## config.mk

```make
export PLATFORM = sky130hd
export DESIGN_NAME = ecs8_input_debounce_flat
export DESIGN_NICKNAME = d
export VERILOG_FILES = /design/src/rtl/ecs8_input_debounce_pkg.sv /design/src/rtl/ecs8_input_debounce_if.sv /design/src/rtl/ecs8_input_debounce_ch.sv /design/src/rtl/ecs8_input_debounce.sv /design/src/flat_wrapper.sv
export SDC_FILE = /design/constraint.sdc
export NUM_CORES = 1
export LEC_CHECK = 0
export ABC_AREA = 1
export ABC_CLOCK_PERIOD_IN_PS = 1700
export BUFFER_PORTS_ARGS = -buffer_cell sky130_fd_sc_hd__buf_2
export CAP_MARGIN = 0
export CORE_ASPECT_RATIO = 0.7
export CORE_MARGIN = 4
export CORE_UTILIZATION = 48
export DETAILED_ROUTE_END_ITERATION = 16
export PLACE_DENSITY = 0.67
export SLEW_MARGIN = 0
export SYNTH_ARGS = -nofsm -noshare
export SYNTH_HDL_FRONTEND = slang
export SYNTH_HIERARCHICAL = 1
export SYNTH_SLANG_ARGS = --single-unit
```

## constraint.sdc

```tcl
create_clock -name clk -period 1.7 [get_ports clk]
set_clock_uncertainty 0.1 [all_clocks]
set_input_delay 0.17 -clock clk [delete_from_list [all_inputs] [get_ports clk]]
set_output_delay 0.17 -clock clk [all_outputs]
set_load 0.02 [all_outputs]
```

## src/rtl/ecs8_input_debounce_pkg.sv

```systemverilog
// Shared types and helpers for the input debounce block.
// Latency: n/a (declarations only).
// Backpressure: n/a.
package ecs8_input_debounce_pkg;

    // Per-channel debounce state: settled on dout, or counting a candidate change.
    typedef enum logic {
        ST_STABLE = 1'b0,
        ST_PEND   = 1'b1
    } ch_state_t;

    // Ceiling log2, evaluated at elaboration to size counters; clog2(1) = 0.
    function automatic int clog2(input int value);
        int r;
        int v;
        r = 0;
        v = value - 1;
        while (v > 0) begin
            r = r + 1;
            v = v >> 1;
        end
        return r;
    endfunction

endpackage

```

## src/rtl/ecs8_input_debounce_if.sv

```systemverilog
// Pad-side bundle of the debounce block: raw inputs, debounced levels, edge pulses.
// Latency: n/a (wiring only).
// Backpressure: none; every signal is a free-running level or single-cycle pulse.
interface ecs8_input_debounce_if #(
    parameter int WIDTH = 4
);
    logic [WIDTH-1:0] din;   // raw asynchronous pad levels
    logic [WIDTH-1:0] dout;  // debounced levels
    logic [WIDTH-1:0] rise;  // one-cycle pulse on accepted 0->1
    logic [WIDTH-1:0] fall;  // one-cycle pulse on accepted 1->0
    logic             evt;   // OR of all rise|fall bits, aligned with them

    // Pad / SOC side: drives the raw inputs, observes the debounced view.
    modport master (
        output din,
        input  dout,
        input  rise,
        input  fall,
        input  evt
    );

    // Debouncer side.
    modport slave (
        input  din,
        output dout,
        output rise,
        output fall,
        output evt
    );
endinterface

```

## src/rtl/ecs8_input_debounce_ch.sv

```systemverilog
// One debounce channel: pad synchronizer, mismatch counter, 2-state FSM, edge pulses.
// Latency: SYNC_STAGES + 1 + between (DEBOUNCE-1)*PRESCALE+1 and DEBOUNCE*PRESCALE cycles pad to dout.
// Backpressure: none; a change must simply persist long enough to be accepted.
module ecs8_input_debounce_ch
    import ecs8_input_debounce_pkg::*;
#(
    parameter int   SYNC_STAGES = 2,
    parameter int   DEBOUNCE    = 1000,
    parameter logic RST_VAL     = 1'b0
) (
    input  logic clk,
    input  logic rst_n,
    input  logic tick,
    input  logic din,
    output logic dout,
    output logic rise,
    output logic fall,
    output logic accept
);
    localparam int             CW       = clog2(DEBOUNCE + 1);
    localparam logic [CW-1:0]  CNT_LAST = CW'(DEBOUNCE - 1);

    logic [SYNC_STAGES-1:0] sync_q;
    logic                   sync;
    ch_state_t              state_q;
    ch_state_t              state_d;
    logic [CW-1:0]          cnt_q;
    logic [CW-1:0]          cnt_d;
    logic                   dout_q;
    logic                   dout_d;
    logic                   rise_q;
    logic                   fall_q;

    assign sync = sync_q[SYNC_STAGES-1];

    // Metastability chain: the raw pad is only ever looked at through the last stage.
    always_ff @(posedge clk) begin
        if (!rst_n) begin
            sync_q <= {SYNC_STAGES{RST_VAL}};
        end else begin
            sync_q <= {sync_q[SYNC_STAGES-2:0], din};
        end
    end

    // Next state: a mismatch is only timed once in PEND, so the entry cycle never counts a tick.
    always_comb begin
        state_d = state_q;
        cnt_d   = cnt_q;
        dout_d  = dout_q;
        accept  = 1'b0;
        case (state_q)
            ST_STABLE: begin
                if (sync != dout_q) begin
                    state_d = ST_PEND;
                end
            end
            ST_PEND: begin
                if (sync == dout_q) begin
                    // Input fell back before acceptance: treat as a glitch.
                    state_d = ST_STABLE;
                    cnt_d   = '0;
                end else if (tick) begin
                    if (cnt_q == CNT_LAST) begin
                        accept  = 1'b1;
                        dout_d  = sync;
                        cnt_d   = '0;
                        state_d = ST_STABLE;
                    end else begin
                        cnt_d = cnt_q + CW'(1);
                    end
                end
            end
            default: begin
                state_d = ST_STABLE;
                cnt_d   = '0;
            end
        endcase
    end

    // State, level and pulse registers; the pulse is registered alongside the dout update.
    always_ff @(posedge clk) begin
        if (!rst_n) begin
            state_q <= ST_STABLE;
            cnt_q   <= '0;
            dout_q  <= RST_VAL;
            rise_q  <= 1'b0;
            fall_q  <= 1'b0;
        end else begin
            state_q <= state_d;
            cnt_q   <= cnt_d;
            dout_q  <= dout_d;
            rise_q  <= accept & sync;
            fall_q  <= accept & ~sync;
        end
    end

    assign dout = dout_q;
    assign rise = rise_q;
    assign fall = fall_q;

endmodule

```

## src/rtl/ecs8_input_debounce.sv

```systemverilog
// Synchronizes and debounces WIDTH pad inputs, emitting rise/fall pulses and a combined event.
// Latency: SYNC_STAGES + 1 + (DEBOUNCE-1)*PRESCALE+1 .. DEBOUNCE*PRESCALE cycles pad to dout/pulse.
// Backpressure: none; pulses are single-cycle and not held for a consumer.
module ecs8_input_debounce
    import ecs8_input_debounce_pkg::*;
#(
    parameter int               WIDTH       = 4,
    parameter int               SYNC_STAGES = 2,
    parameter int               PRESCALE    = 852,
    parameter int               DEBOUNCE    = 1000,
    parameter logic [WIDTH-1:0] RST_VAL     = '0
) (
    input  logic                  clk,
    input  logic                  rst_n,
    ecs8_input_debounce_if.slave  io
);
    localparam int            PW       = clog2(PRESCALE + 1);
    localparam logic [PW-1:0] PRE_LAST = PW'(PRESCALE - 1);

    logic [PW-1:0]    pre_q;
    logic             tick;
    logic [WIDTH-1:0] dout_w;
    logic [WIDTH-1:0] rise_w;
    logic [WIDTH-1:0] fall_w;
    logic [WIDTH-1:0] accept_w;
    logic             evt_q;

    assign tick = (pre_q == PRE_LAST);

    // Shared debounce timebase: counts 0..PRESCALE-1, tick on the last count.
    always_ff @(posedge clk) begin
        if (!rst_n) begin
            pre_q <= '0;
        end else if (tick) begin
            pre_q <= '0;
        end else begin
            pre_q <= pre_q + PW'(1);
        end
    end

    generate
        for (genvar i = 0; i < WIDTH; i++) begin : g_ch
            ecs8_input_debounce_ch #(
                .SYNC_STAGES (SYNC_STAGES),
                .DEBOUNCE    (DEBOUNCE),
                .RST_VAL     (RST_VAL[i])
            ) u_ch (
                .clk    (clk),
                .rst_n  (rst_n),
                .tick   (tick),
                .din    (io.din[i]),
                .dout   (dout_w[i]),
                .rise   (rise_w[i]),
                .fall   (fall_w[i]),
                .accept (accept_w[i])
            );
        end
    endgenerate

    // Combined event, built from the pre-register accepts so it lines up with rise/fall.
    always_ff @(posedge clk) begin
        if (!rst_n) begin
            evt_q <= 1'b0;
        end else begin
            evt_q <= |accept_w;
        end
    end

    assign io.dout = dout_w;
    assign io.rise = rise_w;
    assign io.fall = fall_w;
    assign io.evt  = evt_q;

endmodule
```

## src/flat_wrapper.sv

```systemverilog
// flat-port wrapper written by rule: the top's interface ports become plain ports
module ecs8_input_debounce_flat import ecs8_input_debounce_pkg::*;
#(
    parameter int               WIDTH       = 4,
    parameter int               SYNC_STAGES = 2,
    parameter int               PRESCALE    = 852,
    parameter int               DEBOUNCE    = 1000,
    parameter logic [WIDTH-1:0] RST_VAL     = '0
)
  (clk, rst_n, io_din, io_dout, io_rise, io_fall, io_evt);
  ecs8_input_debounce_if #(.WIDTH(WIDTH)) io_i ();
  input  logic clk;
  input  logic rst_n;
  input wire logic [$bits(io_i.din)-1:0] io_din;
  output wire logic [$bits(io_i.dout)-1:0] io_dout;
  output wire logic [$bits(io_i.rise)-1:0] io_rise;
  output wire logic [$bits(io_i.fall)-1:0] io_fall;
  output wire logic [$bits(io_i.evt)-1:0] io_evt;
  assign io_i.din = io_din;
  assign io_dout = io_i.dout;
  assign io_rise = io_i.rise;
  assign io_fall = io_i.fall;
  assign io_evt = io_i.evt;
  ecs8_input_debounce #(.WIDTH(WIDTH), .SYNC_STAGES(SYNC_STAGES), .PRESCALE(PRESCALE), .DEBOUNCE(DEBOUNCE), .RST_VAL(RST_VAL)) u_core (.clk(clk), .rst_n(rst_n), .io(io_i));
endmodule
```

==> results of run 1 <==
[cells in the final DEF, fill, tap and decap left out, drive strengths merged, types with 5 or more instances in the layout]
cell type and instances:
nand4 8, nand2 174, nand3 66, ha 5
dfxtp 75, inv 93, a21oi 20, nor2 94
buf 51, clkbuf 15, o21ai 8
[kinds of logic (layout without fill, tap and decap cells)]
logic type	Yosys count	in the layout	share of synthesized area
AND/OR/NAND/NOR	342	344	0.423
buffers and inverters	102	165	0.112
flip-flops	75	75	0.393
AO/OA/AOI/OAI	32	32	0.0465
adder cells (fa/ha/maj)	5	5	0.0164
XOR/XNOR	4	4	0.00917
[cell type report]
type,count,area [sq um]
Multi-Input combinational cell,385,2070
Timing Repair Buffer,56,459
Inverter,94,370
Clock inverter,1,5.00
Tap cell,98,123
Clock buffer,14,294
Fill cell,661,2690
Sequential cell,75,1500
[stage by stage]
stage                     TNS [ps]  instance area (sq um)   util
final                            0                   4830  0.643
after global routing         -1200                   4830  0.643
after CTS                        0                   4550  0.606
after detailed placement     -4630                   4110  0.546
after global placement       -1610                   4110  0.546
after floorplan                  0                   3820      -
[flip-flops by register name, indices dropped and copies added (netlist names)]
signal                    count
u_core/g_ch.u_ch/fall         4
u_core/g_ch.u_ch/cnt_q       40
u_core/g_ch.u_ch/rise         4
u_core/pre_q                 10
u_core/g_ch.u_ch/dout         4
u_core/g_ch.u_ch/state_q      4
u_core/g_ch.u_ch/sync_q       8
u_core/io.evt                 1
[timing repair]
item                                   CTS  global route
hold buffers                             4             0
setup endpoints to repair               50            50
buffers inserted                         7             7
endpoints found under the hold margin    4             0
gates resized for setup                 10            43
cloned                                   1             3
pin swaps                                4            16
[worst reg2reg max path, stage by stage, from the launching register on]
cell	delay, ps
dfxtp_2	350
ha_4	150
inv_4	40
nor2_4	140
nand3_4	130
clkinv_8	130
nand2_8	70
nand2_8	100
buf_12	120
nand3_1	70
nand2_1	90
inv_1	50
nor2_1	80
[worst paths after layout]
| check | from | end | slack [ps] | depth (start not counted) |
|---|---|---|---|---|
| max reg2reg | u_core/pre_q[1] | u_core/g_ch[1].u_ch/cnt_q[5] | 20 | 12 |
| min | rst_n | u_core/g_ch[0].u_ch/sync_q[1] | 200 | 4 |
| min reg2reg | u_core/g_ch[1].u_ch/sync_q[0] | u_core/g_ch[1].u_ch/sync_q[1] | 320 | 2 |
| max | u_core/pre_q[1] | u_core/g_ch[1].u_ch/cnt_q[5] | 20 | 12 |
[layer usage]
metal,vias to the layer above,track usage,share of wire
met1,1647,0.251,0.48
met2,83,0.289,0.46
met5,-,0,0
met4,0,0.0605,0.014
met3,16,0.0583,0.041
li1,1863,-,-
[where the power goes]
| part | switching (mW) | total [mW] | internal (mW) | leakage, nW |
|---|---|---|---|---|
| clock | 0.681 | 1.86 | 1.18 | 0.151 |
| sequential | 0.0214 | 1.80 | 1.78 | 0.608 |
| combinational | 0.115 | 0.199 | 0.0840 | 1.29 |
| total | 0.818 | 3.86 | 3.04 | 2.05 |
==> metrics.txt, run 1 <==
initial antenna violation count 0; GR Overflow Total 0; Routed WL around 9000 um; synth top area cells dfxtp_1, nand2_1, inv_1, nand3_1, nor2_1; Layout Cells excl Fill between 700 and 800; final setup fails 0; Site Rows 26; Placeable Area ~7500 sq um; Synth top cells by count nand2_1, inv_1, dfxtp_1, nor2_1, nand3_1; Ys Warns 6; setup slack after layout around 21 ps; Final min period 1680 ps; Critical Path AT roughly 1900 ps; Worst Path Required between 1500 and 2000 ps; vias ~3,600; Post-Synthesis Cells between 500 and 600; Pre-antenna DRT Iters 5; Worst-path clk slew ~50 ps; crit share post-route 0.988; crit-path leading delay family simple AND/OR/NAND/NOR gates; Final #Nets around 630; pin count of the biggest net entering global routing around 50; CTS H-tree depth 3; share of post-route cells with drive strength above 1 0.269; crit-path cells ha_4 > inv_4 > nor2_4 > nand3_4 > clkinv_8 > nand2_8 > nand2_8 > buf_12 > nand3_1 > nand2_1 > inv_1 > nor2_1; die width 115 um; n_diodes 0; TritonCTS clock tree built; distinct cell type count after synthesis 25; kind of critical path register to register; Worst Path Buf+Inv 4; total power 3.86 mW; Synth-to-Final Area Change 26.4%; Initial Util 0.508; max frequency 0.596 GHz; Yosys top cell by area dfxtp_1; gpl congestion ~0.84; Seq/Total Area, Yosys 0.393; Placed Instances a little under 700; status complete, no violations; first-pass GRT wire length approximately 14,000 um; 1st-iter DRT viols a little under 300; vias in the first global route 3,104; GRT Total Usage 0.187; Setup crit end kind register; Hold Crit Class input port to register; clk_lat worst skew between 300 and 400 ps; Max stage delay cell, worst path dfxtp_2; Sink Count 75; hpwl dp 5580 um; Ports 19; DIE HEIGHT between 80 and 90 um; pre-CTS setup slack -169 ps; syn avg cell area 6.82 sq um; Num CTS Buffers 9; Root Driver clkbuf_16; slew margin rel. 0.814; Detail Route Antenna Nets 0; asr flop ratio synth 0; post-DR wirelength/cell between 10 and 15 um; Pleak about 2 nW; pwr/cell area approximately 800 nW/um^2; vias per cell 4.99; number of enable flip-flop cells after synthesis 0; Crit Path Max Fanout 6; syn nets 571; VDD IR max between 0.6 and 0.7 mV; PortBufs 18; top-count cell post-synth nand2_1; die area 9470 sq um; DRC Markers 0; MaxCap Viol Count 0; CP peak stage delay ~350 ps; hold_ws approximately 200 ps; Worst setup SP type register; mapped cell area 3820 sq um; RSZ-0062 raised after global routing true; CTS Buffer Depth 2; Top FF cell, synth dfxtp_1; Yosys reg bits 75; fin. max-slew vios 0; Least-Margin Pin Slew 278 ps; Final Hold Vio Count 0; Synth top area share 0.393; most used cell, CP nand2_8
(Power assumes the default switching activity.)
==> run 2, diff against run 1 <==
==> constraint.sdc (replaced) <==
create_clock -name clk -period 1.7 [get_ports clk]
set_clock_uncertainty 0.1 [all_clocks]
set_input_delay 0.34 -clock clk [delete_from_list [all_inputs] [get_ports clk]]
set_output_delay 0.34 -clock clk [all_outputs]
set_load 0.02 [all_outputs]
==> metrics.txt, run 2 (synthesis gave the netlist of run 1 again) <==
Site Rows 26 (unchanged); initial antenna violation count 0 (unchanged); max reg flops 40 (unchanged); area of the multi-input gates 2070 sq um (unchanged); slew margin rel. 0.812 (-0.00147); vias in the first global route 3,083 (-0.68%); Final Hold Vio Count 0 (unchanged); first-pass GRT wire length 14,000 um (-0.49%); Pleak 2.03 nW (-0.82%); CTS H-tree depth 3 (unchanged); PortBufs 18 (unchanged); Routed WL 8940 um (-0.79%); crit share post-route 0.988 (about the same); n_diodes 0 (unchanged); Num CTS Buffers 9 (unchanged); Worst Path Required 1870 ps (about the same); share of post-route cells with drive strength above 1 0.271 (+0.00173); MaxCap Viol Count 0 (unchanged); Initial Util 0.508 (unchanged); die area 9470 sq um (unchanged); vias per cell 5.02 (+0.47%); Layout Cells excl Fill 719 (-0.55%); Sink Count 75 (unchanged); GRT Total Usage 0.187 (-0.000785); Filler cells 664 (+0.45%); GR Overflow Total 0 (unchanged); die width 115 um (unchanged); Final #Nets 628 (-0.63%); Fin Setup TNS 0 ps (unchanged); pin count of the biggest net entering global routing 51 (unchanged); CTS Buffer Depth 2 (unchanged); pwr/cell area 804 nW/um^2 (+0.61%); Synth-to-Final Area Change 25.4%; fin. max-slew vios 0 (unchanged); status complete, no violations; commonest non-fill, non-tap cells in the layout nand2_1, inv_1, dfxtp_1, nor2_1, nand3_1; Root Driver clkbuf_16; Largest regs u_core/g_ch.u_ch/cnt_q x40, u_core/pre_q x10, u_core/g_ch.u_ch/sync_q x8; DIE HEIGHT 82.6 um (unchanged); 1st-iter DRT viols 288 (-3.0%); hpwl dp 5580 um (unchanged); Worst-path clk slew 50 ps (about the same); FF/Latch Area 1500 sq um (unchanged); Least-Margin Pin Slew 280 ps (+2.19 ps); post-DR wirelength/cell 12.4 um (-0.24%); Detail Route Antenna Nets 0 (unchanged); hold_ws 95.5 ps (-104 ps); vias 3,606 (-0.083%); most common cell after layout, fill and taps aside nand2_1; RSZ-0062 raised after global routing true; Top reg by flops u_core/g_ch.u_ch/cnt_q; Crit Path Max Fanout 6 (unchanged); DRC Markers 0 (unchanged); Worst setup SP type register; clk_lat worst skew 330 ps (about the same); VDD IR max 0.688 mV (about the same); placed inst area 4110 sq um (unchanged); gpl congestion 0.835 (unchanged); total power 3.85 mW (-0.22%); Final min period 1680 ps (+1.28 ps); Critical Path AT 1850 ps (about the same); post-route cell area 4790 sq um (-0.83%); TritonCTS clock tree built; max frequency 0.595 GHz (about the same); Placeable Area 7510 sq um (unchanged); Pre-antenna DRT Iters 8 (+3); Setup crit end kind register; Placed Instances 686 (unchanged); Ports 19 (unchanged); kind of critical path register to register; final setup fails 0 (unchanged); Hold Crit Class input port to register
[run 2: cell types whose count changed in the layout (fill, tap and decap cells not counted), sizes merged]
cell,delta
dlygate4sd3,-4
[run 2: layout make-up]
| type | instances | share of cell area |
|---|---|---|
| clock buffers | 14 | 0.0614 |
| clock inverters | 1 | 0.00104 |
| inverters | 94 | 0.0773 |
| multi-input cells | 385 | 0.433 |
| flip-flops and latches | 75 | 0.314 |
| well taps | 98 | 0.0256 |
| repair buffers | 52 | 0.0875 |
[run 2: repair_timing]
| action | CTS | global route |
|---|---|---|
| pin swaps | 4 | 16 |
| hold buffers | 0 | 0 |
| setup buffers | 7 | 7 |
| endpoints found under the setup margin | 50 | 50 |
| cloned | 1 | 3 |
| gates resized for setup | 10 | 43 |
[run 2: power by group]
part | leakage (nW) | total, mW | switching [mW] | internal, mW
clock network | 0.151 | 1.86 | 0.680 | 1.18
logic | 1.28 | 0.192 | 0.114 | 0.0780
registers | 0.608 | 1.80 | 0.0212 | 1.78
total | 2.03 | 3.85 | 0.815 | 3.04
[run 2: worst max-delay path, stage by stage (launching register included)]
cell      delay, ps
dfxtp_2         350
ha_4            150
inv_4            40
nor2_4          140
nand3_4         130
clkinv_8        130
nand2_8          70
nand2_8         100
buf_12          110
nand3_1          70
nand2_1          90
inv_1            50
nor2_1           80
[run 2: per-layer routing]
metal | GRT usage | share of wire | vias up
met5 | 0 | 0 | -
met4 | 0.0605 | 0.011 | 0
met3 | 0.0583 | 0.047 | 11
met2 | 0.287 | 0.46 | 86
met1 | 0.250 | 0.48 | 1650
li1 | - | - | 1859
[run 2: worst paths after layout]
kind                                 start                       endpoint  slack (ps)  cells past startpoint
max                        u_core/pre_q[1]   u_core/g_ch[1].u_ch/cnt_q[5]          20                     12
min                              io_din[2]  u_core/g_ch[2].u_ch/sync_q[0]         100                      3
max reg2reg                u_core/pre_q[1]   u_core/g_ch[1].u_ch/cnt_q[5]          20                     12
min reg2reg  u_core/g_ch[1].u_ch/sync_q[0]  u_core/g_ch[1].u_ch/sync_q[1]         320                      2
[run 2: stage by stage]
step	worst slack, ps	util
2_1_floorplan	5.78	-
3_3_place_gp	-100	0.546
3_5_place_dp	-169	0.546
4_1_cts	0.767	0.600
5_1_grt	-65.9	0.637
6_report	19.8	0.637
==> run 3, diff against run 2 <==
ABC_CLOCK_PERIOD_IN_PS = 2000   (was 1700)
PLACE_DENSITY = unset   (was 0.67)
clock period = 2 ns   (was 1.7 ns; I/O delays follow)
==> metrics.txt, run 3 (synthesis gave the netlist of run 1 again) <==
reg-to-reg endpoint u_core/g_ch[1].u_ch/cnt_q[8]; kind of critical path register to register; Pleak 1.89 nW (-6.9%); Ports 19 (unchanged); Clock power frac 0.475 (-0.007); final setup fails 0 (unchanged); vias 3,337 (-7.5%); max frequency 0.555 GHz (-6.8%); DRC Markers 0 (unchanged); post-DR wirelength/cell 10.9 um (-12%); Placeable Area 7510 sq um (unchanged); Detail Route Antenna Nets 0 (unchanged); pin count of the biggest net entering global routing 51 (unchanged); Worst-path clk slew 60 ps (about the same); share of post-route cells with drive strength above 1 0.215 (-0.0555); Initial Util 0.508 (unchanged); Filler cells 725 (+9.2%); slew margin rel. 0.831 (+0.0189); Least-Margin Pin Slew 250 ps (-29.4 ps); die area 9470 sq um (unchanged); P_int 2.49 mW (-18%); combinational fraction of design power 0.040 (-0.010); Layout Cells excl Fill 698 (-2.9%); clk_lat worst skew 330 ps (about the same); pre-CTS setup slack -0.427 ps (+169 ps); Crit Path Max Fanout 6 (unchanged); placed inst area 3990 sq um (-2.9%); Sink Count 75 (unchanged); gpl congestion 0.783 (-6.3%); hpwl dp 5240 um (-6.1%); Routed WL 7630 um (-15%); Pre-antenna DRT Iters 5 (-3); commonest non-fill, non-tap cells in the layout nand2_1, inv_1, dfxtp_1, nor2_1, nand3_1; share of total power in sequential cells 0.485 (+0.017); max reg flops 40 (unchanged); PortBufs 18 (unchanged); Worst Path Required 2120 ps (+250 ps); status complete, no violations; Sw Ratio 0.211 (-0.000657); hold_sp io_din[3]; Num CTS Buffers 9 (unchanged); Final min period 1800 ps (+123 ps); post-route cell area 4400 sq um (-8.2%); reg-to-reg startpoint u_core/pre_q[0]; P_sw 0.665 mW (-18%); pwr/cell area 717 nW/um^2 (-11%); Reg2Reg Setup Slack 200 ps (+180 ps); Final Hold Vio Count 0 (unchanged); vias per cell 4.78 (-4.7%); 1st-iter DRT viols 159 (-45%); Critical Path AT 1930 ps (+80 ps); DIE HEIGHT 82.6 um (unchanged); Hold Crit Class input port to register; Synth-to-Final Area Change 15.2%; Final #Nets 607 (-3.3%); CTS H-tree depth 3 (unchanged); Site Rows 26 (unchanged); setup slack after layout 197 ps (+177 ps); MaxCap Viol Count 0 (unchanged); # hold bufs at CTS 0 (unchanged); GRT Total Usage 0.175 (-0.0116); Root Driver clkbuf_16; fin. max-slew vios 0 (unchanged); Top reg by flops u_core/g_ch.u_ch/cnt_q; n_diodes 0 (unchanged); reg2reg path depth 11 (-1); WHS Path Cells 3 (unchanged); Worst setup SP type register; Setup crit end kind register; initial antenna violation count 0 (unchanged); first-pass GRT wire length 13,300 um (-5.2%); CTS Buffer Depth 2 (unchanged); Largest regs u_core/g_ch.u_ch/cnt_q x40, u_core/pre_q x10, u_core/g_ch.u_ch/sync_q x8; most common cell after layout, fill and taps aside nand2_1; VDD IR max 0.461 mV (-33%); die width 115 um (unchanged); RSZ-0062 raised after global routing false; GR Overflow Total 0 (unchanged); vias in the first global route 3,033 (-1.6%); worst hold endpoint u_core/g_ch[3].u_ch/sync_q[0]; Placed Instances 670 (-2.3%); TritonCTS clock tree built; crit share post-route 0.901 (-0.0869)
run 3: cell count changes in the layout (fill, tap and decap cells not counted), moves of 3 or more:
cell	before	now
buf_6	5	0
buf_4	25	9
inv_1	78	81
nor2_4	4	1
nand2_1	142	147
nand2_8	7	0
run 3: what timing repair did:
action / 4_1_cts / 5_1_grt
cloned: 0 / 3
buffers inserted: 10 / 0
resized for setup: 0 / 7
endpoints found under the setup margin: 9 / 45
pin swaps: 3 / 4
run 3: critical path, stage by stage (launching register included):
cell and delay [ps]:
dfxtp_1 370, ha_1 190, inv_1 70, nor2_2 120, nand3_2 140, inv_4 140, nand2_2 110, nand2_4 140
buf_12 110, nand3_1 50, nand3_1 100, nor2_1 50
run 3: worst max path at each step:
stage | endpoint | from | cells past startpoint
finish | u_core/g_ch[1].u_ch/cnt_q[8] | u_core/pre_q[0] | 11
global route | u_core/g_ch[1].u_ch/cnt_q[9] | u_core/pre_q[0] | 12
CTS | u_core/g_ch[2].u_ch/cnt_q[0] | u_core/pre_q[0] | 10
detailed placement | u_core/g_ch[3].u_ch/cnt_q[0] | u_core/pre_q[0] | 10
global placement | u_core/g_ch[0].u_ch/cnt_q[0] | u_core/pre_q[0] | 10
floorplan | u_core/g_ch[0].u_ch/cnt_q[6] | u_core/pre_q[0] | 11
run 3: layout make-up:
type	instances	area [sq um]	area share
Multi-Input combinational cell	386	1920	0.437
Clock inverter	2	10.0	0.00228
Inverter	94	355	0.0808
Timing Repair Buffer	30	218	0.0495
Sequential cell	75	1500	0.341
Tap cell	98	123	0.0279
Clock buffer	13	270	0.0614
run 3: routing by layer:
metal,track usage,up-vias,routed length [um]
met1,0.241,1465,3960
met3,0.0517,0,330
met5,0,-,0
li1,-,1803,-
met2,0.270,69,3340
met4,0.0427,0,0
run 3: stage by stage:
step | setup TNS (ps) | total power, mW | hold WS [ps] | utilization
floorplan | 0 | 1.65 | 290 | -
global placement | 0 | 1.67 | 294 | 0.530
detailed placement | -0.689 | 1.68 | 295 | 0.530
CTS | 0 | 3.21 | 140 | 0.581
global route | 0 | 3.30 | 152 | 0.585
finish | 0 | 3.16 | 155 | 0.585
run 3: power by group through the flow:
| stage | clock, mW | sequential, mW | combinational (mW) |
|---|---|---|---|
| 3_3_place_gp | 0 | 1.56 | 0.113 |
| 4_1_cts | 1.56 | 1.53 | 0.126 |
| 3_5_place_dp | 0 | 1.56 | 0.115 |
| 5_1_grt | 1.62 | 1.53 | 0.146 |
| 2_1_floorplan | 0 | 1.56 | 0.0891 |
| 6_report | 1.50 | 1.53 | 0.127 |
